### config.mk
export PLATFORM = sky130hd
export DESIGN_NAME = hardware_serial_word_rx
export DESIGN_NICKNAME = d
export VERILOG_FILES = /design/src/rtl/hardware_rx_pkg.sv /design/src/rtl/hardware_rx_sync.sv /design/src/rtl/hardware_serial_word_rx.sv
export SDC_FILE = /design/constraint.sdc
export NUM_CORES = 1
export LEC_CHECK = 0
export BUFFER_PORTS_ARGS = -buffer_cell sky130_fd_sc_hd__buf_2
export CAP_MARGIN = 20
export CELL_PAD_IN_SITES_DETAIL_PLACEMENT = 1
export CELL_PAD_IN_SITES_GLOBAL_PLACEMENT = 2
export CORE_MARGIN = 2
export CORE_UTILIZATION = 38
export DETAILED_ROUTE_END_ITERATION = 8
export PLACE_DENSITY = 0.77
export SYNTH_ARGS = -nofsm -noshare
export SYNTH_HDL_FRONTEND = slang
export SYNTH_SLANG_ARGS = --single-unit
export TNS_END_PERCENT = 50
### constraint.sdc
create_clock -name system1000 -period 2.25 [get_ports system1000]
set_clock_uncertainty 0.05 [all_clocks]
set_input_delay 0.225 -clock system1000 [delete_from_list [all_inputs] [get_ports system1000]]
set_output_delay 0.225 -clock system1000 [all_outputs]
set_load 0.005 [all_outputs]
### src/rtl/hardware_rx_pkg.sv
// hardware_rx_pkg: FSM states, default parameters and width helpers for the serial word receiver.
package hardware_rx_pkg;
  localparam int CLKS_PER_BIT_DEF = 16;
  localparam int DATA_W_DEF = 8;
  typedef enum logic [2:0] {IDLE, START, DATA, PARITY, STOP, BREAK} rx_state_e;
  function automatic int tmr_w(input int cpb);
    return $clog2(cpb);
  endfunction
  function automatic int idx_w(input int dw);
    return $clog2(dw + 1);
  endfunction
  localparam int TMR_W_DEF = tmr_w(CLKS_PER_BIT_DEF);
  localparam int IDX_W_DEF = idx_w(DATA_W_DEF);
endpackage

### src/rtl/hardware_rx_sync.sv
// hardware_rx_sync: two-flop synchronizer for the idle-high serial line; resets to 1 so reset looks like idle.
module hardware_rx_sync
  import hardware_rx_pkg::*;
(
  input  logic clk_i,
  input  logic rst_ni,
  input  logic d_i,
  output logic q_o
);
  logic [1:0] ff_q;
  always_ff @(posedge clk_i or negedge rst_ni)
    if (!rst_ni) ff_q <= 2'b11;
    else ff_q <= {ff_q[0], d_i};
  assign q_o = ff_q[1];
endmodule

### src/rtl/hardware_serial_word_rx.sv
// hardware_serial_word_rx: start/DATA_W LSB-first/stop serial receiver with a one-word valid/ready holding register.
// Optional even-parity bit between data and stop when HARDWARE_RX_PARITY_EN is defined.
module hardware_serial_word_rx
  import hardware_rx_pkg::*;
#(
  parameter int CLKS_PER_BIT = CLKS_PER_BIT_DEF,
  parameter int DATA_W = DATA_W_DEF
) (
  input  logic              system1000,
  input  logic              system1000_rstn,
  input  logic              rx_i,
  output logic [DATA_W-1:0] word_o,
  output logic              valid_o,
  input  logic              ready_i,
  output logic              frame_err_o,
  output logic              overrun_o,
  output logic              parity_err_o
);
  localparam int TW = tmr_w(CLKS_PER_BIT);
  localparam int IW = idx_w(DATA_W);
  localparam logic [TW-1:0] HALF = TW'(CLKS_PER_BIT / 2 - 1);
  localparam logic [TW-1:0] FULL = TW'(CLKS_PER_BIT - 1);
  localparam logic [IW-1:0] LAST = IW'(DATA_W - 1);
  rx_state_e state_q, state_d;
  logic [TW-1:0] tmr_q, tmr_d;
  logic [IW-1:0] idx_q, idx_d;
  logic [DATA_W-1:0] shift_q, shift_d, word_q, word_d;
  logic valid_q, valid_d;
  logic rx_s, tick, par_ok, perr;
  hardware_rx_sync u_sync (
    .clk_i (system1000),
    .rst_ni(system1000_rstn),
    .d_i   (rx_i),
    .q_o   (rx_s)
  );
`ifdef HARDWARE_RX_PARITY_EN
  localparam rx_state_e AFTER_DATA = PARITY;
  logic par_q, par_d;
  assign par_ok = ~^{shift_q, par_q};
  always_ff @(posedge system1000 or negedge system1000_rstn)
    if (!system1000_rstn) par_q <= 1'b0;
    else par_q <= par_d;
  always_comb par_d = (state_q == PARITY && tick) ? rx_s : par_q;
`else
  localparam rx_state_e AFTER_DATA = STOP;
  assign par_ok = 1'b1;
`endif
  assign tick = tmr_q == '0;
  always_comb begin
    state_d = state_q;
    tmr_d = tick ? FULL : tmr_q - 1'b1;
    idx_d = idx_q;
    shift_d = shift_q;
    word_d = word_q;
    valid_d = valid_q & ~ready_i;
    frame_err_o = 1'b0;
    overrun_o = 1'b0;
    perr = 1'b0;
    case (state_q)
      IDLE: if (!rx_s) begin
        state_d = START;
        tmr_d = HALF;
      end
      START: if (tick) begin
        state_d = rx_s ? IDLE : DATA;
        idx_d = '0;
      end
      DATA: if (tick) begin
        shift_d = (shift_q >> 1) | (DATA_W'(rx_s) << (DATA_W - 1));
        idx_d = idx_q + 1'b1;
        state_d = (idx_q == LAST) ? AFTER_DATA : DATA;
      end
      PARITY: if (tick) state_d = STOP;
      STOP: if (tick) begin
        state_d = rx_s ? IDLE : BREAK;
        frame_err_o = ~rx_s;
        perr = rx_s & ~par_ok;
        // a stalled consumer never blocks the line: the new word is dropped instead
        if (rx_s && par_ok) begin
          overrun_o = valid_q & ~ready_i;
          word_d = overrun_o ? word_q : shift_q;
          valid_d = 1'b1;
        end
      end
      BREAK: if (rx_s) state_d = IDLE;
      default: state_d = IDLE;
    endcase
  end
  always_ff @(posedge system1000 or negedge system1000_rstn)
    if (!system1000_rstn) begin
      state_q <= IDLE;
      tmr_q <= '0;
      idx_q <= '0;
      shift_q <= '0;
      word_q <= '0;
      valid_q <= 1'b0;
    end else begin
      state_q <= state_d;
      tmr_q <= tmr_d;
      idx_q <= idx_d;
      shift_q <= shift_d;
      word_q <= word_d;
      valid_q <= valid_d;
    end
  assign word_o = word_q;
  assign valid_o = valid_q;
  assign parity_err_o = perr;
endmodule

**Word-level counts from Yosys, hierarchy flattened**

Index checks and enable logic that the tools add are counted.

- Add/sub/neg operators: 2
- Equality and inequality tests: 12
- Mux-type cells: 24
- Bitwise logic cells: 5
- Reduce and logical (&&, ||, !) cells: 7

Operator list:

| kind | count |
|---|---|
| 3-bit 2-to-1 mux | 8 |
| 4-bit 2-to-1 mux | 5 |
| 3-bit one-hot mux with 6 select lines | 1 |
| 2-bit inequality test (second input constant) | 5 |
| 1-bit 2-to-1 mux | 8 |
| 7-bit by 8-bit OR with 8-bit output | 1 |
| 4-bit one-hot mux with 2 select lines | 1 |
| 3-bit by 2-bit equality test with 1-bit output (second input constant) | 2 |
| 3-bit equality test (second input constant) | 2 |
| 6-bit AND reduction | 1 |
| 4-bit by 1-bit adder with 4-bit output (second input constant) | 1 |
| 4-bit by 3-bit equality test with 1-bit output (second input constant) | 1 |
| 4-bit logical NOT | 1 |
| 4-bit AND reduction | 1 |
| 4-bit by 1-bit subtractor with 4-bit output (second input constant) | 1 |
| 3-bit by 1-bit equality test with 1-bit output (second input constant) | 1 |
| 3-bit logical NOT | 1 |
| 1-bit inverter | 3 |
| 3-bit AND reduction | 1 |
| 2-bit 2-to-1 mux | 1 |
| 2-bit by 1-bit inequality test with 1-bit output (second input constant) | 1 |
| 2-bit AND reduction | 1 |
| 2-bit nonzero test | 1 |
| 1-bit bitwise AND | 1 |

- Register bits after elaboration: 30
- Input port bits: 4
- Output and inout port bits: 12
- Logic and storage cells: 57

**Logic depth before layout (Yosys ltp)**

Gate-level depths: netlist of the first run.

- Depth in word-level cells: 5
- Mapped depth: 5
- Mapped depth without buffers: 5

**Modules after synthesis**

Synthesis of the first run repeated with hierarchy kept, for this count alone.

- Cell total of the unflattened synthesis: 113
- Area total of the unflattened synthesis: 1391.3 um^2

Modules (own cells, without submodules):

| module | instances | cells each | area each (um^2) | seq. area each (um^2) |
|---|---|---|---|---|
| hardware_serial_word_rx | 1 | 111 | 1338.8 | 700.7 |
| hardware_rx_sync | 1 | 2 | 52.6 | 52.6 |

**Worst setup path after synthesis of the first run**

Ideal clock, no wire load.

- Kind: reg2reg
- From: register tmr_q[0]
- To: register idx_q[3]
- Library setup time: 0.148 ns
- Arrival time: 1.480 ns
- Data required time: 2.052 ns
- Path slack: 0.572 ns
- Stages on the path, launching flop included: 6
- Path buffers: 0
- Clock period less this slack: 1.678 ns
- Cell sequence: dfrtp_1 > inv_1 > ha_1 > or3b_2 > o31ai_1 > o311ai_0

- Cells in the longest elaborated chain, start to end: 3
- Elaborated cells on any way between the ends: 4
- Classes of those cells: eq/ne (2); reduce/logical (2)

RTL lines:

| element | RTL line | source |
|---|---|---|
| start: declaration | hardware_serial_word_rx.sv:25 | `logic [TW-1:0] tmr_q, tmr_d;` |
| start signal: assignment | hardware_serial_word_rx.sv:99 | `tmr_q <= tmr_d;` |
| 4-bit logical NOT (*) | hardware_serial_word_rx.sv:48 | `assign tick = tmr_q == '0;` |
| 2-bit inequality test (no line) | -- |  |
| 3-bit AND reduction (no line) (*) | -- |  |
| end signal: assignment | hardware_serial_word_rx.sv:100 | `idx_q <= idx_d;` |
| end: declaration | hardware_serial_word_rx.sv:26 | `logic [IW-1:0] idx_q, idx_d;` |

Mark *: on every way between the ends. The rest lies on a longest branch, timed or not.
A chain may end at the register's enable or synchronous reset.

**Final worst setup path of the first run**

- From: register tmr_q[0]
- To: output port overrun_o

- Cells in the longest elaborated chain, start to end: 3

RTL lines:

| element | RTL line | source |
|---|---|---|
| 4-bit logical NOT | hardware_serial_word_rx.sv:48 |  |
| 1-bit 2-to-1 mux | hardware_serial_word_rx.sv:74 | `STOP: if (tick) begin` |
| 1-bit 2-to-1 mux | hardware_serial_word_rx.sv:59 | `case (state_q)` |
| end: declaration | hardware_serial_word_rx.sv:16 | `output logic overrun_o,` |

Every way passes these cells.

==> results of run 1 <==
-- power by group through the flow --
stage | combinational (W) | sequential, W | clock (W)
floorplan | 0.000421 | 0.000758 | 0
global placement | 0.000404 | 0.000852 | 0
detailed placement | 0.000425 | 0.000864 | 0
CTS | 0.000432 | 0.000856 | 0.000346
global route | 0.000497 | 0.000887 | 0.000374
finish | 0.000434 | 0.000855 | 0.000332
-- state kept, by name (all words and copies together), names as in the netlist --
signal,cells
u_sync.ff_q,2
tmr_q,4
valid_o,1
state_q,3
shift_q,8
idx_q,4
word_o,8
-- routing by layer --
layer  GRT usage [%]  share of wire (%)
met5               0                  0
met4           8.777                2.5
met3           3.819                4.3
met2           22.53                 45
met1           20.34                 48
-- synthesized netlist by cell type, types with 2 or more instances --
| cell type | count |
|---|---|
| sky130_fd_sc_hd__a21oi_1 | 5 |
| sky130_fd_sc_hd__dfrtp_1 | 28 |
| sky130_fd_sc_hd__ha_1 | 2 |
| sky130_fd_sc_hd__nor2b_1 | 5 |
| sky130_fd_sc_hd__nor3_1 | 2 |
| sky130_fd_sc_hd__mux2_2 | 16 |
| sky130_fd_sc_hd__o31ai_1 | 3 |
| sky130_fd_sc_hd__nor2_1 | 3 |
| sky130_fd_sc_hd__inv_1 | 3 |
| sky130_fd_sc_hd__o2bb2ai_1 | 2 |
| sky130_fd_sc_hd__nand2_1 | 7 |
| sky130_fd_sc_hd__nand3_1 | 6 |
| sky130_fd_sc_hd__dfstp_2 | 2 |
| sky130_fd_sc_hd__nand3b_1 | 2 |
| sky130_fd_sc_hd__clkbuf_1 | 3 |
| sky130_fd_sc_hd__nand2b_1 | 4 |
-- path summary, 6_finish.rpt --
check	end	depth (start not counted)
min in group asynchronous	tmr_q[2]	2
setup reg to reg	shift_q[7]	6
max in group asynchronous	word_o[7]	2
hold reg to reg	u_sync.ff_q[1]	0
setup / recovery	overrun_o	6
hold / removal	valid_o	3
-- metrics by stage --
step	cell area, um2	worst slack (ns)	utilization (%)
finish	1590	0.1975	46.56
global route	1590	0.02268	46.56
CTS	1575	0.05397	46.12
detailed placement	1495	0.3588	43.77
global placement	1495	0.4261	43.77
floorplan	1391	0.5721	-
-- logic make-up after synthesis --
group | Yosys count | share of synthesized area, %
flip-flops | 30 | 54.14
AO/OA/AOI/OAI | 20 | 10.52
other | 1 | 0.2695
adder cells (fa/ha/maj) | 2 | 1.798
XOR/XNOR | 1 | 0.6296
AND/OR/NAND/NOR | 35 | 17.18
multiplexers | 16 | 12.95
buffers and inverters | 8 | 2.518
-- tightest hold or removal path, stage by stage --
cell,delay [ns]
sky130_fd_sc_hd__buf_2,0.07
sky130_fd_sc_hd__nand2b_1,0.20
sky130_fd_sc_hd__nand2_1,0.08
-- final cells by class --
cell class | instances | area (um2) | area share, %
clock buffers | 7 | 55.05 | 3.462
inverters | 3 | 11.26 | 0.7081
well taps | 46 | 57.56 | 3.619
clock inverters | 1 | 5.005 | 0.3147
flip-flops and latches | 30 | 753.2 | 47.36
repair buffers | 17 | 97.59 | 6.137
multi-input cells | 75 | 610.6 | 38.39
-- what timing repair did --
item | in CTS | in global routing
hold buffers | 2 | 0
endpoints found under the hold margin | 29 | 0
buffers inserted | 0 | 1
resized for setup | 0 | 2
setup endpoints to repair | 0 | 2
==> flow_summary.yaml, run 1 <==
timing:
  slew_limit_headroom_pct: 54.87
  period_minus_slack_ns: 2.053
  total_of_endpoints_with_negative_setup_slack_in_the_final_report: 0
  period_share_pct: 91.22
  worst-slew-pin-transition_ns: 0.6769
  timing.final.hold_violations: 0
  setup_repair_after_global_routing_missed_its_margin: "no"
  timing.hold.ws_ns: 0.2389
  timing_max_transition_violations_final: 0
  max_clock_freq_mhz: 487.2
  setup_tns_ns: 0
logic_synthesis:
  synth_top_area_cell: "sky130_fd_sc_hd__dfrtp_1"
  synth-edff-count: 0
  ys.flop_type: "sky130_fd_sc_hd__dfrtp_1"
  post_synth_main_area_contributors: "sky130_fd_sc_hd__dfrtp_1 50%, sky130_fd_sc_hd__mux2_2 13%, sky130_fd_sc_hd__dfstp_2 3.8%"
  synth_top_area_share_pct: 50.36
  yosys_register_bits: 30
  syn_area_per_cell_um2: 12.31
  synthesis.area_um2: 1391
  ys.warnings.count: 0
  synth_seq_area_share_pct: 54.14
  syn_nets: 119
  synthArstFlopShare_pct: 100.0
  ys_types: 36
  syn_inst: 113
detailed_routing:
  drtIter0Drc: 14
  total_wire_length_after_detailed_routing_um: 2582
  routed-via-count: 927
  antenna_left: 0
  drc: 0
  wl_per_cell_um: 14.42
  post_drt_via_cell_ratio: 5.179
  detailedRoute.firstPassIterationCount: 4
grt:
  globalRoute.totalOverflow: 0
  grt_util_all_layers_pct: 15.24
  grt_pass1_vias: 1002
  grt_pass1_wl_um: 4795
  grt_start_max_net_pins: 31
  grt_antenna_before_repair: 0
worst_setup_path:
  biggest_fanout_along_the_worst_timing_path: 6
  largest_stage_delay_on_the_critical_path_ns: 0.42
  crit_path_cell_trace: "inv_1, ha_2, nor3b_4, nand3_1, nor2_1, buf_2"
  worst_path_max_delay_cell: "sky130_fd_sc_hd__dfrtp_1"
  critical_path_required_ns: 1.98
  critical_path_class: "flip-flop to primary output"
  critical_path_source_type: "flip-flop"
  timing.rr.start: "tmr_q[0]"
  setup_crit_end_kind: "primary output"
  cpLargestDelayFamily: "simple AND/OR/NAND/NOR gates"
  beginning_of_the_critical_path: "tmr_q[0]"
  timing.critical_path.arrival_ns: 1.78
  slack_of_the_worst_reg_to_reg_path_ns: 0.32
  cp_num_buf_inv: 2
power:
  power_frac_clock_pct: 20.5
  seq_power_share_pct: 52.8
  p_total_w: 0.001620
  worst_voltage_drop_across_the_vdd_grid_v: 0.0005591
  switching_share_pct: 36.01
  p_per_area_nw_per_um2: 1019
  switching_power_w: 0.0005835
  comb_power_share_pct: 26.8
  power_leakage_nw: 0.7500
  power_report.internal_total_w: 0.001037
finish:
  area_growth_pct: 14.30
  num_antenna_cells: 0
  layout.cells.most_common_list: "28 x sky130_fd_sc_hd__dfrtp_1, 16 x sky130_fd_sc_hd__mux2_2, 14 x sky130_fd_sc_hd__buf_2, 7 x sky130_fd_sc_hd__nand2_1, 6 x sky130_fd_sc_hd__nand3_1"
  ratio_of_cells_with_drive_above_1_in_the_final_layout_pct: 36.84
  mostFrequentLayoutCell: "sky130_fd_sc_hd__dfrtp_1"
  design.final.nets: 138
  fin_cells: 179
  fillerInstances: 377
hold_path:
  hold_path.class: "primary input to flip-flop"
  hold_path.startpoint: "ready_i"
clock_tree:
  tritoncts: "yes"
  numCtsBuffers: 5
  clkTransAtPathRegs_ns: 0.09
  clk-insertion-delay-late_ns: 0.32
  cts.path.max_buffers: 2
  cts_root_buf: "sky130_fd_sc_hd__clkbuf_4"
  cts.htree.levels: 2
  cts.sink_count: 30
floorplanning:
  die_ht_um: 64.51
  start_util_pct: 40.73
  die_x_um: 64.51
  design.core.area_um2: 3416
  top_level_ports: 16
  core.rowCount: 21
  floorplan.die_area_um2: 4162
place:
  post-place-cells: 168
  detailed_place_hpwl_um: 1800
  routability_cong: 0.7228
  place.port_buffers: 14
flow_run:
  maxCapViolations: 0
status:
  status: "complete, no violations"
(Power assumes the default switching activity.)
==> run 2: changes to the inputs <==
Settings changed: PLACE_DENSITY 0.77 to 0.87.
==> flow_summary.yaml, run 2 (synthesis results as in run 1) <==
grt:
  grt_pass1_wl_um: 4588
  grt_antenna_before_repair: 0
  grt_util_all_layers_pct: 14.97
  grt_start_max_net_pins: 31
  globalRoute.totalOverflow: 0
  grt_pass1_vias: 963
power:
  seq_power_share_pct: 52.0
  p_per_area_nw_per_um2: 1011
  comb_power_share_pct: 29.2
  switching_share_pct: 37.05
  worst_voltage_drop_across_the_vdd_grid_v: 0.0003957
  switching_power_w: 0.0005910
  power_leakage_nw: 0.7514
  power_frac_clock_pct: 18.8
  power_report.internal_total_w: 0.001004
detailed_routing:
  post_drt_via_cell_ratio: 5.246
  drc: 0
  drtIter0Drc: 12
  total_wire_length_after_detailed_routing_um: 2660
  routed-via-count: 939
  wl_per_cell_um: 14.86
  detailedRoute.firstPassIterationCount: 4
  antenna_left: 0
timing:
  period_share_pct: 90.70
  max_clock_freq_mhz: 490.0
  setup_tns_ns: 0
  total_of_endpoints_with_negative_setup_slack_in_the_final_report: 0
  fin_ws_ns: 0.2094
  timing.final.hold_violations: 0
  slew_limit_headroom_pct: 56.88
  worst-slew-pin-transition_ns: 0.6468
  setup_repair_after_global_routing_missed_its_margin: "no"
  timing_max_transition_violations_final: 0
  period_minus_slack_ns: 2.041
place:
  dpl_worst_slack_ns: 0.3733
  detailed_place_hpwl_um: 1833
  routability_cong: 0.7605
  dpl-instance-area_um2: 1503
  place.port_buffers: 14
clock_tree:
  tritoncts: "yes"
  cts_root_buf: "sky130_fd_sc_hd__clkbuf_4"
  cts.sink_count: 30
  clk-insertion-delay-late_ns: 0.33
  clkTransAtPathRegs_ns: 0.09
  cts.path.max_buffers: 2
  numCtsBuffers: 5
  post_cts_gate_resize_count: 0
  cts.htree.levels: 2
flow_run:
  maxCapViolations: 0
finish:
  ratio_of_cells_with_drive_above_1_in_the_final_layout_pct: 36.09
  fillerInstances: 386
  layout.cells.most_common_list: "28 x sky130_fd_sc_hd__dfrtp_1, 16 x sky130_fd_sc_hd__mux2_2, 14 x sky130_fd_sc_hd__buf_2, 7 x sky130_fd_sc_hd__nand2_1, 6 x sky130_fd_sc_hd__nand3_1"
  area_growth_pct: 13.40
  final_cell_area_um2: 1578
  mostFrequentLayoutCell: "sky130_fd_sc_hd__dfrtp_1"
  num_antenna_cells: 0
  design.final.nets: 139
worst_setup_path:
  critical_path_source_type: "flip-flop"
  cpLargestDelayFamily: "simple AND/OR/NAND/NOR gates"
  crit_path_cell_trace: "inv_1, ha_1, nor3b_4, nand3_1, nor2_1, buf_2"
  biggest_fanout_along_the_worst_timing_path: 5
  beginning_of_the_critical_path: "tmr_q[0]"
  critical_path_class: "flip-flop to primary output"
  largest_stage_delay_on_the_critical_path_ns: 0.42
  worst_path_max_delay_cell: "sky130_fd_sc_hd__dfrtp_1"
  cp_num_buf_inv: 2
  setup_crit_end_kind: "primary output"
  timing.rr.start: "tmr_q[0]"
  slack_of_the_worst_reg_to_reg_path_ns: 0.41
  critical_path_required_ns: 1.98
  timing.critical_path.arrival_ns: 1.77
  regToRegEndpoint: "word_o[6]"
  r2r.worst_path.cells: 6
status:
  status: "complete, no violations"
floorplanning:
  top_level_ports: 16
  core.rowCount: 21
  start_util_pct: 40.73
  die_x_um: 64.51
  floorplan.die_area_um2: 4162
  design.core.area_um2: 3416
  die_ht_um: 64.51
hold_path:
  hold_path.class: "primary input to flip-flop"
  hold-path-cell-count: 3
  hold_path.startpoint: "ready_i"
  hold_path_end: "valid_o"
==> run 2: changes by cell type in the layout (fill, tap and decap cells not counted) <==
cell                       before  now
sky130_fd_sc_hd__nor3_1         1    2
sky130_fd_sc_hd__nor3_2         1    0
sky130_fd_sc_hd__clkbuf_1       1    0
sky130_fd_sc_hd__ha_2           1    0
sky130_fd_sc_hd__clkbuf_8       1    0
sky130_fd_sc_hd__ha_1           1    2
sky130_fd_sc_hd__clkinv_2       1    2
sky130_fd_sc_hd__buf_4          1    2
==> run 2: power by group through the flow <==
stage               registers [W]  logic [W]  clock network [W]
finish                   0.000830   0.000466           0.000299
global route             0.000854   0.000529           0.000336
CTS                      0.000828   0.000468           0.000314
detailed placement       0.000839   0.000464                  0
global placement         0.000826   0.000439                  0
floorplan                0.000758   0.000421                  0
==> run 2: worst max-delay path by stage <==
stage / end / slack (ns) / cells after the start
after global placement: shift_q[7] / 0.44 / 5
after global routing: overrun_o / 0.01 / 6
after detailed placement: shift_q[6] / 0.37 / 5
after CTS: overrun_o / 0.08 / 6
after floorplan: idx_q[3] / 0.57 / 5
final: overrun_o / 0.21 / 6
==> run 2: worst register-to-register path: stages (launching register included) <==
cell                      delay, ns
sky130_fd_sc_hd__dfrtp_1       0.42
sky130_fd_sc_hd__inv_1         0.07
sky130_fd_sc_hd__ha_1          0.24
sky130_fd_sc_hd__nor3b_4       0.31
sky130_fd_sc_hd__buf_4         0.19
sky130_fd_sc_hd__nand4_4       0.15
sky130_fd_sc_hd__mux2_2        0.32
==> run 2: cell type report <==
| cell class | count | area, um2 | share of cell area [%] |
|---|---|---|---|
| tap | 46 | 57.56 | 3.648 |
| multi-input combinational | 75 | 603.1 | 38.22 |
| sequential | 30 | 753.2 | 47.74 |
| clock buffer | 5 | 37.54 | 2.379 |
| clock inverter | 2 | 10.01 | 0.6344 |
| timing repair buffer | 18 | 105.1 | 6.661 |
| inverter | 3 | 11.26 | 0.7137 |
==> run 2: routing by layer <==
metal	up-vias	GRT usage [%]	share of wire, %
met5	-	0	0
met4	0	10.37	1.5
met3	4	3.819	3.6
met2	20	24.09	49
met1	469	17.49	46
li1	446	-	-
==> run 2: timing repair <==
| item | CTS | global route |
|---|---|---|
| setup buffers | 0 | 1 |
| endpoints found under the hold margin | 29 | 0 |
| setup endpoints to repair | 0 | 2 |
| hold buffers | 2 | 0 |
==> run 2: metrics by stage <==
stage | cells | util, % | hold slack, ns | power, W
after floorplan | 113 | - | -0.1206 | 0.001179
after global placement | 169 | 43.99 | 0.2416 | 0.001265
after detailed placement | 169 | 43.99 | 0.2496 | 0.001303
after CTS | 178 | 45.97 | 0.2352 | 0.001611
after global routing | 179 | 46.19 | 0.2581 | 0.001720
final | 179 | 46.19 | 0.2376 | 0.001595
